$ cat config.mk
export PLATFORM = sky130hd
export DESIGN_NAME = if_stage_flat
export DESIGN_NICKNAME = d
export VERILOG_FILES = /design/src/rtl/if_stage_pkg.sv /design/src/rtl/if_stage_if.sv /design/src/rtl/if_stage_fetch_queue.sv /design/src/rtl/if_stage.sv /design/src/flat_wrapper.sv
export SDC_FILE = /design/constraint.sdc
export NUM_CORES = 1
export LEC_CHECK = 0
export ABC_AREA = 1
export BUFFER_PORTS_ARGS = -buffer_cell sky130_fd_sc_hd__buf_2
export CAP_MARGIN = 0
export CORE_ASPECT_RATIO = 1.5
export CORE_MARGIN = 2
export CORE_UTILIZATION = 59
export CTS_CLUSTER_SIZE = 10
export DETAILED_ROUTE_END_ITERATION = 8
export GPL_TIMING_DRIVEN = 0
export PLACE_DENSITY = 0.9
export SLEW_MARGIN = 20
export SYNTH_ARGS = -nofsm -noshare
export SYNTH_HDL_FRONTEND = slang
export SYNTH_SLANG_ARGS = --single-unit
export TNS_END_PERCENT = 100
$ cat constraint.sdc
create_clock -name clk -period 9.1 [get_ports clk]
set_input_delay 1.82 -clock clk [delete_from_list [all_inputs] [get_ports clk]]
set_output_delay 1.82 -clock clk [all_outputs]
set_load 0.02 [all_outputs]
$ cat src/rtl/if_stage_pkg.sv
// Shared types and constants for the instruction-fetch stage.
package if_stage_pkg;

  localparam int unsigned XLEN = 32;

  typedef logic [XLEN-1:0] word_t;

  // addi x0, x0, 0
  localparam word_t INST_NOP = 32'h0000_0013;

  // One fetch-queue slot: fetch address, returned word, and whether it has returned yet.
  typedef struct packed {
    word_t pc;
    word_t inst;
    logic  filled;
  } fq_entry_t;

  // Sequential fetch address; wraps modulo 2^32.
  function automatic word_t next_pc(input word_t pc);
    return pc + XLEN'(4);
  endfunction

endpackage

$ cat src/rtl/if_stage_if.sv
// Controller, instruction-memory and ID-side signals of the fetch stage.
interface if_stage_if;
  import if_stage_pkg::*;

  logic  pause;
  logic  flush;
  word_t flush_target;

  logic  imem_req_valid;
  word_t imem_req_addr;
  logic  imem_req_ready;
  logic  imem_resp_valid;
  word_t imem_resp_data;

  logic  id_valid;
  word_t id_pc;
  word_t id_inst;

  modport master (
    input  pause, flush, flush_target,
    input  imem_req_ready, imem_resp_valid, imem_resp_data,
    output imem_req_valid, imem_req_addr,
    output id_valid, id_pc, id_inst
  );

  modport slave (
    output pause, flush, flush_target,
    output imem_req_ready, imem_resp_valid, imem_resp_data,
    input  imem_req_valid, imem_req_addr,
    input  id_valid, id_pc, id_inst
  );

endinterface

$ cat src/rtl/if_stage_fetch_queue.sv
// Circular queue of in-order fetches: allocated at request, filled at response, popped by ID.
module fetch_queue
  import if_stage_pkg::*;
#(
  parameter  int unsigned DEPTH = 2,
  localparam int unsigned PTR_W = $clog2(DEPTH),
  localparam int unsigned CNT_W = $clog2(DEPTH + 1)
) (
  input  logic             clk,
  input  logic             rst,
  input  logic             clear_i,
  input  logic             alloc_i,
  input  word_t            alloc_pc_i,
  input  logic             fill_i,
  input  word_t            fill_inst_i,
  input  logic             pop_i,
  output logic             head_filled_o,
  output word_t            head_pc_o,
  output word_t            head_inst_o,
  output logic [CNT_W-1:0] alloc_cnt_o,
  output logic [CNT_W-1:0] unfilled_cnt_o
);

  fq_entry_t        entry_q [DEPTH];
  fq_entry_t        entry_d [DEPTH];
  logic [PTR_W-1:0] head_q, head_d, tail_q, tail_d, fill_q, fill_d;
  logic [CNT_W-1:0] alloc_cnt_q, alloc_cnt_d, unfilled_cnt_q, unfilled_cnt_d;

  // Next-state: clear wins; otherwise alloc at tail, fill oldest unfilled, pop head.
  always_comb begin
    entry_d        = entry_q;
    head_d         = head_q;
    tail_d         = tail_q;
    fill_d         = fill_q;
    alloc_cnt_d    = alloc_cnt_q;
    unfilled_cnt_d = unfilled_cnt_q;
    if (clear_i) begin
      head_d         = '0;
      tail_d         = '0;
      fill_d         = '0;
      alloc_cnt_d    = '0;
      unfilled_cnt_d = '0;
      for (int i = 0; i < DEPTH; i++) entry_d[i].filled = 1'b0;
    end else begin
      if (alloc_i) begin
        entry_d[tail_q] = '{pc: alloc_pc_i, inst: INST_NOP, filled: 1'b0};
        tail_d          = tail_q + PTR_W'(1);
      end
      if (fill_i) begin
        entry_d[fill_q].inst   = fill_inst_i;
        entry_d[fill_q].filled = 1'b1;
        fill_d                 = fill_q + PTR_W'(1);
      end
      if (pop_i) head_d = head_q + PTR_W'(1);
      alloc_cnt_d    = alloc_cnt_q + CNT_W'(alloc_i) - CNT_W'(pop_i);
      unfilled_cnt_d = unfilled_cnt_q + CNT_W'(alloc_i) - CNT_W'(fill_i);
    end
  end

  // State registers with synchronous active-low reset.
  always_ff @(posedge clk) begin
    if (!rst) begin
      for (int i = 0; i < DEPTH; i++) entry_q[i] <= '{pc: '0, inst: INST_NOP, filled: 1'b0};
      head_q         <= '0;
      tail_q         <= '0;
      fill_q         <= '0;
      alloc_cnt_q    <= '0;
      unfilled_cnt_q <= '0;
    end else begin
      entry_q        <= entry_d;
      head_q         <= head_d;
      tail_q         <= tail_d;
      fill_q         <= fill_d;
      alloc_cnt_q    <= alloc_cnt_d;
      unfilled_cnt_q <= unfilled_cnt_d;
    end
  end

  // Head view; a slot freed by pop keeps a stale filled bit, so gate on occupancy.
  assign head_filled_o  = (alloc_cnt_q != '0) && entry_q[head_q].filled;
  assign head_pc_o      = entry_q[head_q].pc;
  assign head_inst_o    = entry_q[head_q].inst;
  assign alloc_cnt_o    = alloc_cnt_q;
  assign unfilled_cnt_o = unfilled_cnt_q;

endmodule

$ cat src/rtl/if_stage.sv
// Instruction-fetch stage: PC, memory request issue, stale-response drop and ID handoff.
module if_stage
  import if_stage_pkg::*;
#(
  parameter word_t       RESET_PC = 32'h0000_0000,
  parameter int unsigned DEPTH    = 2
) (
  input  logic clk,
  input  logic rst,
  if_stage_if.master bus
);

  localparam int unsigned CNT_W = $clog2(DEPTH + 1);
  localparam int unsigned OCC_W = CNT_W + 1;

  word_t            pc_q, pc_d;
  logic [CNT_W-1:0] drop_q, drop_d;
  logic [CNT_W-1:0] alloc_cnt, unfilled_cnt;
  logic             head_filled;
  word_t            head_pc, head_inst;

  logic             id_valid_c, pop_c, req_valid_c, accept_c, fill_c;
  logic [OCC_W-1:0] occ_c, owed_c;

  // Handshake decode: slots in use (queue + owed stale responses) gate new requests.
  always_comb begin
    id_valid_c  = rst & head_filled;
    pop_c       = id_valid_c & ~bus.pause & ~bus.flush;
    occ_c       = OCC_W'(alloc_cnt) + OCC_W'(drop_q) - OCC_W'(pop_c);
    req_valid_c = rst & ~bus.flush & (occ_c < OCC_W'(DEPTH));
    accept_c    = req_valid_c & bus.imem_req_ready;
    fill_c      = bus.imem_resp_valid & ~bus.flush & (drop_q == '0) & (unfilled_cnt != '0);
  end

  // PC and drop-count next state; a flush converts every unreturned fetch into a drop.
  always_comb begin
    pc_d   = pc_q;
    drop_d = drop_q;
    owed_c = OCC_W'(unfilled_cnt) + OCC_W'(drop_q);
    if (bus.flush) begin
      pc_d = bus.flush_target;
      if (bus.imem_resp_valid && (owed_c != '0)) owed_c = owed_c - OCC_W'(1);
      drop_d = CNT_W'(owed_c);
    end else begin
      if (accept_c) pc_d = next_pc(pc_q);
      if (bus.imem_resp_valid && (drop_q != '0)) drop_d = drop_q - CNT_W'(1);
    end
  end

  // PC and drop registers with synchronous active-low reset.
  always_ff @(posedge clk) begin
    if (!rst) begin
      pc_q   <= RESET_PC;
      drop_q <= '0;
    end else begin
      pc_q   <= pc_d;
      drop_q <= drop_d;
    end
  end

  fetch_queue #(.DEPTH(DEPTH)) u_fetch_queue (
    .clk           (clk),
    .rst           (rst),
    .clear_i       (bus.flush),
    .alloc_i       (accept_c),
    .alloc_pc_i    (pc_q),
    .fill_i        (fill_c),
    .fill_inst_i   (bus.imem_resp_data),
    .pop_i         (pop_c),
    .head_filled_o (head_filled),
    .head_pc_o     (head_pc),
    .head_inst_o   (head_inst),
    .alloc_cnt_o   (alloc_cnt),
    .unfilled_cnt_o(unfilled_cnt)
  );

  assign bus.imem_req_valid = req_valid_c;
  assign bus.imem_req_addr  = pc_q;
  assign bus.id_valid       = id_valid_c;
  assign bus.id_pc          = id_valid_c ? head_pc : '0;
  assign bus.id_inst        = id_valid_c ? head_inst : INST_NOP;

endmodule

$ cat src/flat_wrapper.sv
// flat-port wrapper written by rule: the top's interface ports become plain ports
module if_stage_flat import if_stage_pkg::*;
#(
  parameter word_t       RESET_PC = 32'h0000_0000,
  parameter int unsigned DEPTH    = 2
)
  (clk, rst, bus_pause, bus_flush, bus_flush_target, bus_imem_req_ready, bus_imem_resp_valid, bus_imem_resp_data, bus_imem_req_valid, bus_imem_req_addr, bus_id_valid, bus_id_pc, bus_id_inst);
  if_stage_if bus_i ();
  input  logic clk;
  input  logic rst;
  input wire logic [$bits(bus_i.pause)-1:0] bus_pause;
  input wire logic [$bits(bus_i.flush)-1:0] bus_flush;
  input wire logic [$bits(bus_i.flush_target)-1:0] bus_flush_target;
  input wire logic [$bits(bus_i.imem_req_ready)-1:0] bus_imem_req_ready;
  input wire logic [$bits(bus_i.imem_resp_valid)-1:0] bus_imem_resp_valid;
  input wire logic [$bits(bus_i.imem_resp_data)-1:0] bus_imem_resp_data;
  output wire logic [$bits(bus_i.imem_req_valid)-1:0] bus_imem_req_valid;
  output wire logic [$bits(bus_i.imem_req_addr)-1:0] bus_imem_req_addr;
  output wire logic [$bits(bus_i.id_valid)-1:0] bus_id_valid;
  output wire logic [$bits(bus_i.id_pc)-1:0] bus_id_pc;
  output wire logic [$bits(bus_i.id_inst)-1:0] bus_id_inst;
  assign bus_i.pause = bus_pause;
  assign bus_i.flush = bus_flush;
  assign bus_i.flush_target = bus_flush_target;
  assign bus_i.imem_req_ready = bus_imem_req_ready;
  assign bus_i.imem_resp_valid = bus_imem_resp_valid;
  assign bus_i.imem_resp_data = bus_imem_resp_data;
  assign bus_imem_req_valid = bus_i.imem_req_valid;
  assign bus_imem_req_addr = bus_i.imem_req_addr;
  assign bus_id_valid = bus_i.id_valid;
  assign bus_id_pc = bus_i.id_pc;
  assign bus_id_inst = bus_i.id_inst;
  if_stage #(.RESET_PC(RESET_PC), .DEPTH(DEPTH)) u_core (.clk(clk), .rst(rst), .bus(bus_i));
endmodule
After elaboration in Yosys (flattened, before gate mapping)
Cells that the tools add are included.

Register bits after elaboration: 171. Bits of input ports: 70. Output and inout bits: 98. Word-level logic and storage cells: 82.

Add/subtract/negate cells: 13. Magnitude comparators: 6. Mux-type cells: 22. Bitwise gates (word level): 15. Reductions and logical operators: 13.

Operators with widths (number): $bwmux 130 (3); $mux 130 (3); $mux 65 (4); $demux 65 s1 (3); $mux 32 (4); $mux 33 (1); $add 32x3->32 const B (1); $reduce_bool 2->1 (5); $and 1x1->1 (9); $add 2x2->3 (2); $ge 2x2->1 const B (3); $mux 2 (3); $not 1->2 (3); $logic_and 1x1->1 (5); $add 2x1->2 (2); $lt 2x1->1 const B (2); $sub 2x1->2 (2); $sub 2x1->2 const B (2); $add 1x1->1 const B (3); $lt 3x2->1 const B (1); $not 1->1 (3); $reduce_bool 3->1 (1); $sub 3x1->3 (1); $logic_not 2->1 (1); 2 further kinds (2).

Longest topological paths before layout
Gate-level depths: netlist of the first run.

Depth after elaboration: 17. Gate-level depth with buffers: 24. Gate-level depth less buffers: 22.

Cells and area by module
Synthesis of the first run repeated with hierarchy kept, for this count alone.

Cells, all modules: 1465. Area total of the unflattened synthesis: 9202.6 um2.

By module, submodules not included: fetch_queue (instances 1, cells an instance 879, area each 5998.3 um2); if_stage (instances 1, cells an instance 586, area each 3204.3 um2).

Least setup slack after synthesis of the first run
Ideal clock, no wire load.

Path type: input to output. From: input port rst. To: output port bus_imem_req_valid. Arrival: 3.730 ns. Required time: 7.280 ns. Slack: 3.550 ns. Cell stages on the path: 11. Cells stage by stage: o21ai_0 nor2_2 inv_2 nor2_2 nand2_1 nor2_1 o21ai_0 fa_1 xor2_1 nand2_1 inv_1.

Word-level cells in the longest chain between the ends: 6. Elaborated cells on any way between the ends: 7.

Ends and longest elaborated chain: start: declaration (RTL line flat_wrapper.sv:10) `input logic rst;`; $and 1x1->1 (RTL line if_stage.sv:27) `id_valid_c = rst & head_filled;`; named net bus_id_valid (RTL line flat_wrapper.sv:19) `output wire logic [$bits(bus_i.id_valid)-1:0] bus_id_valid;`; $and 1x1->1 (2 in a row) (RTL line if_stage.sv:28) `pop_c = id_valid_c & ~bus.pause & ~bus.flush;`; $sub 3x1->3 (RTL line if_stage.sv:29) `occ_c = OCC_W'(alloc_cnt) + OCC_W'(drop_q) - OCC_W'(pop_c);`; $lt 3x2->1 (RTL line if_stage.sv:30) `req_valid_c = rst & ~bus.flush & (occ_c < OCC_W'(DEPTH));`; $and 1x1->1 (RTL line if_stage.sv:30); end: declaration (RTL line flat_wrapper.sv:17) `output wire logic [$bits(bus_i.imem_req_valid)-1:0] bus_imem_req_valid;`.

The timed path passes the listed nets, and every way through them passes these cells.

Worst setup path in the final report of the first run
From: input port rst. To: output port bus_imem_req_valid.

Word-level cells in the longest chain between the ends: 6. Elaborated cells on any way between the ends: 7.

Ends and longest elaborated chain (RTL line): $and 1x1->1 (if_stage.sv:27); $and 1x1->1 (2 in a row) (if_stage.sv:28); $sub 3x1->3 (if_stage.sv:29); $lt 3x2->1 (if_stage.sv:30); $and 1x1->1 * (if_stage.sv:30).

Mark *: on every way between the ends. The rest lies on a longest branch, timed or not.

==> metrics, run 1 <==
global-route wire length before repair ~42000 um; slowest CP cell fa_1; Startpoint Class input port; dpl cells ~1600; cell count after synthesis about 1200; CP max FO 8; Reg clk slew, reported paths 70 ps; WL/cell 16.7 um; die area 0.0148 mm2; Slew Limit Fails 0; TNS Setup 0 ps; CTS tree yes; initial antenna violation count 0; CP startpoint rst; CTS root buf clkbuf_16; I/O pin total approximately 170; Initial Util between 60% and 70%; register area share after synthesis a little over two fifths; total iterations of the first detailed-routing run 8; Max-cap violations 0; clk buf depth 2; input/output buffers roughly 170; top_reg_cell synth dfxtp_1; async set-reset flop share out of synthesis 0%; post-synth net total 1323; routability cong. approximately 1.1; grt ovf 0; drt total wl around 27000 um; Num CTS Buffers 17; synth unique cells 30; total number of vias roughly 9300; crit path DAT approximately 4200 ps; Avg Cell Area, Syn approximately 6.6 um2; worst skew pair latency around 440 ps; post-synthesis cell area a little over 0.008 mm2; Leak roughly 4.1 nW; RSZ-0062 raised after global routing no; crit end category primary output; Synth top area share a little over two fifths; Post-synth EDFFs 0; Hold Buf Count CTS 0; slowest stage delay, CP around 400 ps; top post-synthesis cells by area dfxtp_1 42%, nand2_1 20%, a21oi_1 12%, o21ai_0 5.2%, nor2_1 4.2%; nets about 1500; period utilization between 60% and 70%; DRT iter0 DRCs 1011; VDD IR-drop max 0.112 mV; CTS resizes 0; post-DR vias/cell 5.77; core area ~0.014 mm2; DP HPWL between 15000 and 20000 um; WHS Path Cells 2; Total GRT Usage about 36%; CP Data Required Time 7280 ps; cell taking the most area after synthesis dfxtp_1; total count of hold-check failures in the final report 0; non-filler cells, final between 1500 and 2000; vias in the first global route roughly 8600; setup violators final 0; Peak Freq 167 MHz; Rows 52; CTS sink count roughly 170; Clock Skew ~13 ps; Setup Crit Path Kind input port to primary output; Final Critical Period between 6000 and 7000 ps; Hold Crit Start u_core.u_fetch_queue.entry_q[13]; synth warn 0; area delta synth->final 19.5%; Pwr Density ~170 mW/mm2; RR Startpoint u_core.u_fetch_queue.head_q; DRT antenna net count 0; outcome complete, no violations; Die Height ~150 um; DRC Markers 0; Synth Register Bits between 150 and 200; largest net degree at the start of global routing 18; Max-slew headroom between 50% and 60%; layout cell share with drive strength beyond 1 approximately 17%; Die Width approximately 100 um; ant diodes 0; Setup Buffers After CTS 0; worst slew pin tran around 700 ps; HP Class flop to flop; R2R depth 20; # H-tree levels 4; CP cell instances buf_2 -> o21ai_0 -> nor2_2 -> inv_2 -> nor2_2 -> nand2_1 -> nor2_1 -> o21ai_0 -> fa_1 -> xor2_1 -> nand2_1 -> inv_1 -> buf_2
==> worst max-delay path: cells and delay by family <==
| family | cells | cell delay [ps] |
|---|---|---|
| AO/OA/AOI/OAI | 2 | 290 |
| XOR/XNOR | 1 | 290 |
| buffers and inverters | 4 | 530 |
| AND/OR/NAND/NOR | 5 | 850 |
| adder cells (fa/ha/maj) | 1 | 400 |
==> cells in the final DEF, fill, tap and decap left out, types with 7 or more instances in the layout <==
cell / n
a21oi_1: 201
buf_2: 196
clkbuf_1: 40
clkbuf_16: 17
dfxtp_1: 171
ha_1: 8
inv_1: 79
nand2_1: 444
nand3_1: 39
nor2_1: 92
o21ai_0: 85
xor2_1: 7
==> per-layer routing <==
layer	global-route usage, %	share of wire (%)	vias to the layer above
met1	40.6	36	4172
met2	61.4	49	600
li1	-	-	4361
met3	6.34	9.3	124
met4	22.5	6.4	0
met5	0	0	-
==> power breakdown <==
part	internal [W]	total, W	switching, W	leakage [nW]
registers	0.000767	0.000788	0.0000205	1.39
logic	0.0000500	0.000150	0.000100	2.39
clock network	0.000361	0.000702	0.000341	0.273
==> area by class of cell <==
| cell class | instances | area [um2] |
|---|---|---|
| plain buffers | 74 | 333 |
| clock buffers | 17 | 425 |
| clock inverters | 15 | 131 |
| fillers | 1133 | 3760 |
| inverters | 83 | 312 |
| multi-input cells | 915 | 4110 |
| flip-flops and latches | 171 | 3420 |
| well taps | 162 | 203 |
| repair buffers | 167 | 836 |
==> cell families after synthesis <==
kind of cell | count (synthesis) | share of synthesized area, %
and+or+nand+nor | 593 | 28.6
AOI/OAI and AO/OA | 303 | 19.0
DFF | 171 | 41.9
buffers and inverters | 157 | 7.88
adders and majority gates | 10 | 1.71
xor gates and xnor gates | 9 | 0.964
==> synthesized netlist by cell type (3+ instances only) <==
cell type	number
inv_1	79
nor2_1	92
xor2_1	7
inv_2	4
a31oi_1	3
clkbuf_1	40
dfxtp_1	171
a211oi_1	5
a21oi_1	201
o211ai_1	5
nand2_1	444
nor2_2	4
nand3_1	39
o21ai_0	85
nor3_1	6
buf_2	29
nor2_4	3
ha_1	8
==> final timing paths <==
check / end / slack [ps]
min: u_core.u_fetch_queue.entry_q[13] / 460
max reg2reg: u_core.u_fetch_queue.unfilled_cnt_o[1] / 4900
min reg2reg: u_core.u_fetch_queue.entry_q[13] / 460
max: bus_imem_req_valid / 3100
==> per-stage QoR <==
stage / setup WS [ps] / total power [W] / hold slack (ps) / util, % / area, um2
6_report: 3100 / 0.00164 / 462 / 72.2 / 9770
5_1_grt: 2920 / 0.00168 / 475 / 72.2 / 9770
4_1_cts: 3070 / 0.00163 / 460 / 72.2 / 9770
3_5_place_dp: 3080 / 0.000949 / 450 / 68.1 / 9220
3_3_place_gp: 3140 / 0.000945 / 446 / 68.1 / 9220
2_1_floorplan: 3550 / 0.000889 / 438 / - / 8180
No activity file was read; power rests on OpenSTA's default activity.
==> run 2: changes to the inputs <==
--- a/config.mk
+++ b/config.mk
@@ -5,16 +5,16 @@
 export SDC_FILE = /design/constraint.sdc
 export NUM_CORES = 1
 export LEC_CHECK = 0
-export ABC_AREA = 1
+export ABC_AREA = 0
 export BUFFER_PORTS_ARGS = -buffer_cell sky130_fd_sc_hd__buf_2
 export CAP_MARGIN = 0
 export CORE_ASPECT_RATIO = 1.5
 export CORE_MARGIN = 2
-export CORE_UTILIZATION = 59
+export CORE_UTILIZATION = 50
 export CTS_CLUSTER_SIZE = 10
 export DETAILED_ROUTE_END_ITERATION = 8
 export GPL_TIMING_DRIVEN = 0
-export PLACE_DENSITY = 0.9
+export PLACE_DENSITY = 0.82
 export SLEW_MARGIN = 20
 export SYNTH_ARGS = -nofsm -noshare
 export SYNTH_HDL_FRONTEND = slang
==> constraint.sdc (replaced) <==
create_clock -name clk -period 5 [get_ports clk]
set_input_delay 1 -clock clk [delete_from_list [all_inputs] [get_ports clk]]
set_output_delay 1 -clock clk [all_outputs]
set_load 0.02 [all_outputs]
==> run 2 against run 1 <==
Compared with the run above: total power increased by 88%; clock skew about the same; final area decreased by 1.3%; sequential power increased by 81%; register-to-register slack got worse by 4200 ps; count of clock-buffer cells in the layout increased by 2; synthesized cell count decreased by 23%; non-clock buffer count increased by 1; global-route usage decreased by 7.5 points; first-iteration DRC count decreased by 41%.
==> metrics, run 2 <==
outcome complete, no violations (unchanged); Die Height 159 um (was 148 um); WL/cell 17.6 um (was 16.7 um); CP Data Required Time 4000 ps (was 7280 ps); total number of vias 7835 (was 9257); Rows 56 (was 52); synth unique cells 53 (was 30); Setup Crit Path Kind input port to primary output (unchanged); vias in the first global route 7408 (was 8591); Initial Util 50.9% (was 60.4%); layout cell share with drive strength beyond 1 19.1% (was 17.1%); Compound-Gate Fraction of Synth Area 17.5% (was 19.0%); top_reg_cell synth dfxtp_1 (unchanged); largest family of logic cells by synthesized area simple AND/OR/NAND/NOR gates (unchanged); CP startpoint rst (unchanged); DP HPWL 17600 um (was 19200 um); I/O pin total 168 (unchanged); crit end category primary output (unchanged); CTS tree yes (unchanged); Setup Buffers After CTS 0 (unchanged); DRT iter0 DRCs 601 (was 1011); Final Critical Period ~4600 ps; TNS Setup 0 ps (unchanged); Pwr Density 319 mW/mm2 (was 168 mW/mm2); global-route wire length before repair 37500 um (was 41900 um); mux share of post-synthesis cell area 9.12% (was 0%); post-synthesis cell area 0.00796 mm2 (was 0.00818 mm2); Peak Freq approximately 220 MHz; worst skew pair latency 430 ps (was 440 ps); CTS sink count 171 (unchanged); Max-cap violations 0 (unchanged); Synth Register Bits 171 (unchanged); commonest cells after routing, fill and taps aside 177 x buf_2, 171 x dfxtp_1, 164 x nand2_1 (was 444 x nand2_1, 201 x a21oi_1, 196 x buf_2); synth warn 0 (unchanged); worst slew pin tran 1120 ps (was 700 ps); input/output buffers 166 (was 167); VDD IR-drop max 0.206 mV (was 0.112 mV); Max-slew headroom 24.6% (was 53.4%); core area 0.0156 mm2 (was 0.0135 mm2); Post-synth EDFFs 0 (unchanged); Avg Cell Area, Syn 8.27 um2 (was 6.58 um2); routability cong. 0.957 (was 1.06); most frequent cells after synthesis 171 x dfxtp_1, 164 x nand2_1, 117 x nor2_1 (was 444 x nand2_1, 201 x a21oi_1, 171 x dfxtp_1); cell count after synthesis 962 (was 1243); initial antenna violation count 0 (unchanged); post-DR vias/cell 5.75 (was 5.77); period utilization between 90% and 100%; post-synth net total 1042 (was 1323); die area 0.0170 mm2 (was 0.0148 mm2); ant diodes 0 (unchanged); nets 1227 (was 1509); DRC Markers 0 (unchanged); clk buf depth 2 (unchanged); area delta synth->final 21.3% (was 19.5%); Synth Area in Simple Gates 22.5% (was 28.6%); XOR/XNOR share of the synthesized area 1.65% (was 0.964%); drt total wl 24000 um (was 26800 um); CP max FO 10 (was 8); Total GRT Usage 28.3% (was 35.8%); count leader, synth dfxtp_1 (was nand2_1); grt ovf 0 (unchanged); most common cell after layout, fill and taps aside buf_2 (was nand2_1); DRT antenna net count 0 (unchanged); RR Startpoint u_core.u_fetch_queue.head_q (unchanged); largest net degree at the start of global routing 17 (was 18); CTS root buf clkbuf_16 (unchanged); Hold Buf Count CTS 0 (unchanged); HP Class flop to flop (unchanged); CTS resizes 0 (unchanged); async set-reset flop share out of synthesis 0% (unchanged); r2r setup slk 740 ps (was 4900 ps); total iterations of the first detailed-routing run 6 (was 8); Die Width 107 um (was 100 um); final core utilization 61.8% (was 72.2%); crit path DAT 3620 ps (was 4180 ps); Leak 3.55 nW (was 4.05 nW); Num CTS Buffers 17 (unchanged); Startpoint Class input port (unchanged); total count of hold-check failures in the final report 0 (unchanged); Synth top area share 43.0% (was 41.9%); cell taking the most area after synthesis dfxtp_1 (unchanged); register area share after synthesis 43.0% (was 41.9%); top post-synthesis cells by area dfxtp_1 43%, mux2i_1 8.6%, nand2_1 7.7%, a22oi_1 5.6%, nor2_1 5.5% (was dfxtp_1 42%, nand2_1 20%, a21oi_1 12%, o21ai_0 5.2%, nor2_1 4.2%); Slew Limit Fails 0 (unchanged); Clock Skew 13.2 ps (was 12.8 ps); Post-Synth Adder-Cell Area 1.76% (was 1.71%); # H-tree levels 4 (unchanged); Reg clk slew, reported paths 70 ps (about the same); setup violators final 0 (unchanged); RSZ-0062 raised after global routing no (unchanged)
[run 2: changes by cell type after synthesis, moves of 40 or more]
cell,previous run,this run
nand2_1,444,164
mux2i_1,0,68
a22oi_1,1,59
o21ai_0,85,17
a21oi_1,201,50
inv_1,79,11
a21boi_0,0,40
[run 2: area by class of cell]
cell class	instances	area (um2)
repair buffers	166	831
well taps	203	254
clock inverters	13	156
flip-flops and latches	171	3420
fillers	1416	5970
clock buffers	19	453
inverters	13	48.8
multi-input cells	702	4180
plain buffers	76	305
[run 2: metrics by stage]
stage | hold WS (ps) | cells | worst slack [ps] | cell area [um2] | power (W)
global route | 472 | 1363 | 151 | 9650 | 0.00318
CTS | 458 | 1363 | 391 | 9650 | 0.00309
detailed placement | 448 | 1331 | 37.2 | 9040 | 0.00174
finish | 457 | 1363 | 376 | 9650 | 0.00308
floorplan | 436 | 962 | 784 | 7960 | 0.00162
global placement | 441 | 1331 | 79.6 | 9040 | 0.00174
[run 2: worst paths after layout]
check,endpoint,depth (start not counted)
worst max-delay path,bus_imem_req_valid,10
worst min-delay path,flop,2
worst max register to register,u_core.u_fetch_queue.entry_q[17],14
worst min register to register,flop,2
[run 2: where the power goes]
group | switching [W] | internal [W] | leakage (nW)
clock | 0.000584 | 0.000779 | 0.304
sequential | 0.0000379 | 0.00139 | 1.38
combinational | 0.000187 | 0.000105 | 1.86
[run 2: kinds of logic after synthesis]
logic type                 Yosys count
and+or+nand+nor                    397
AOI/OAI and AO/OA                  208
DFF                                171
buffers and inverters               89
muxes                               72
xor gates and xnor gates            15
adders and majority gates           10
[run 2: metal layers]
metal  GRT usage, %  vias to the layer above  routed length, um  share of wire (%)
met5              0                        -                  0                  0
met4           13.0                        0                843                3.5
met3           4.58                       65               1500                6.2
met2           52.2                      331              12500                 52
met1           31.7                     3718               9160                 38
li1               -                     3721                  -                  -
[run 2: critical path, stage by stage]
cell	delay, ps
buf_2	110
buf_2	240
o211ai_1	170
clkbuf_1	310
nor4_1	400
o21ai_0	190
fa_1	440
xor2_1	330
and3_1	240
buf_2	180
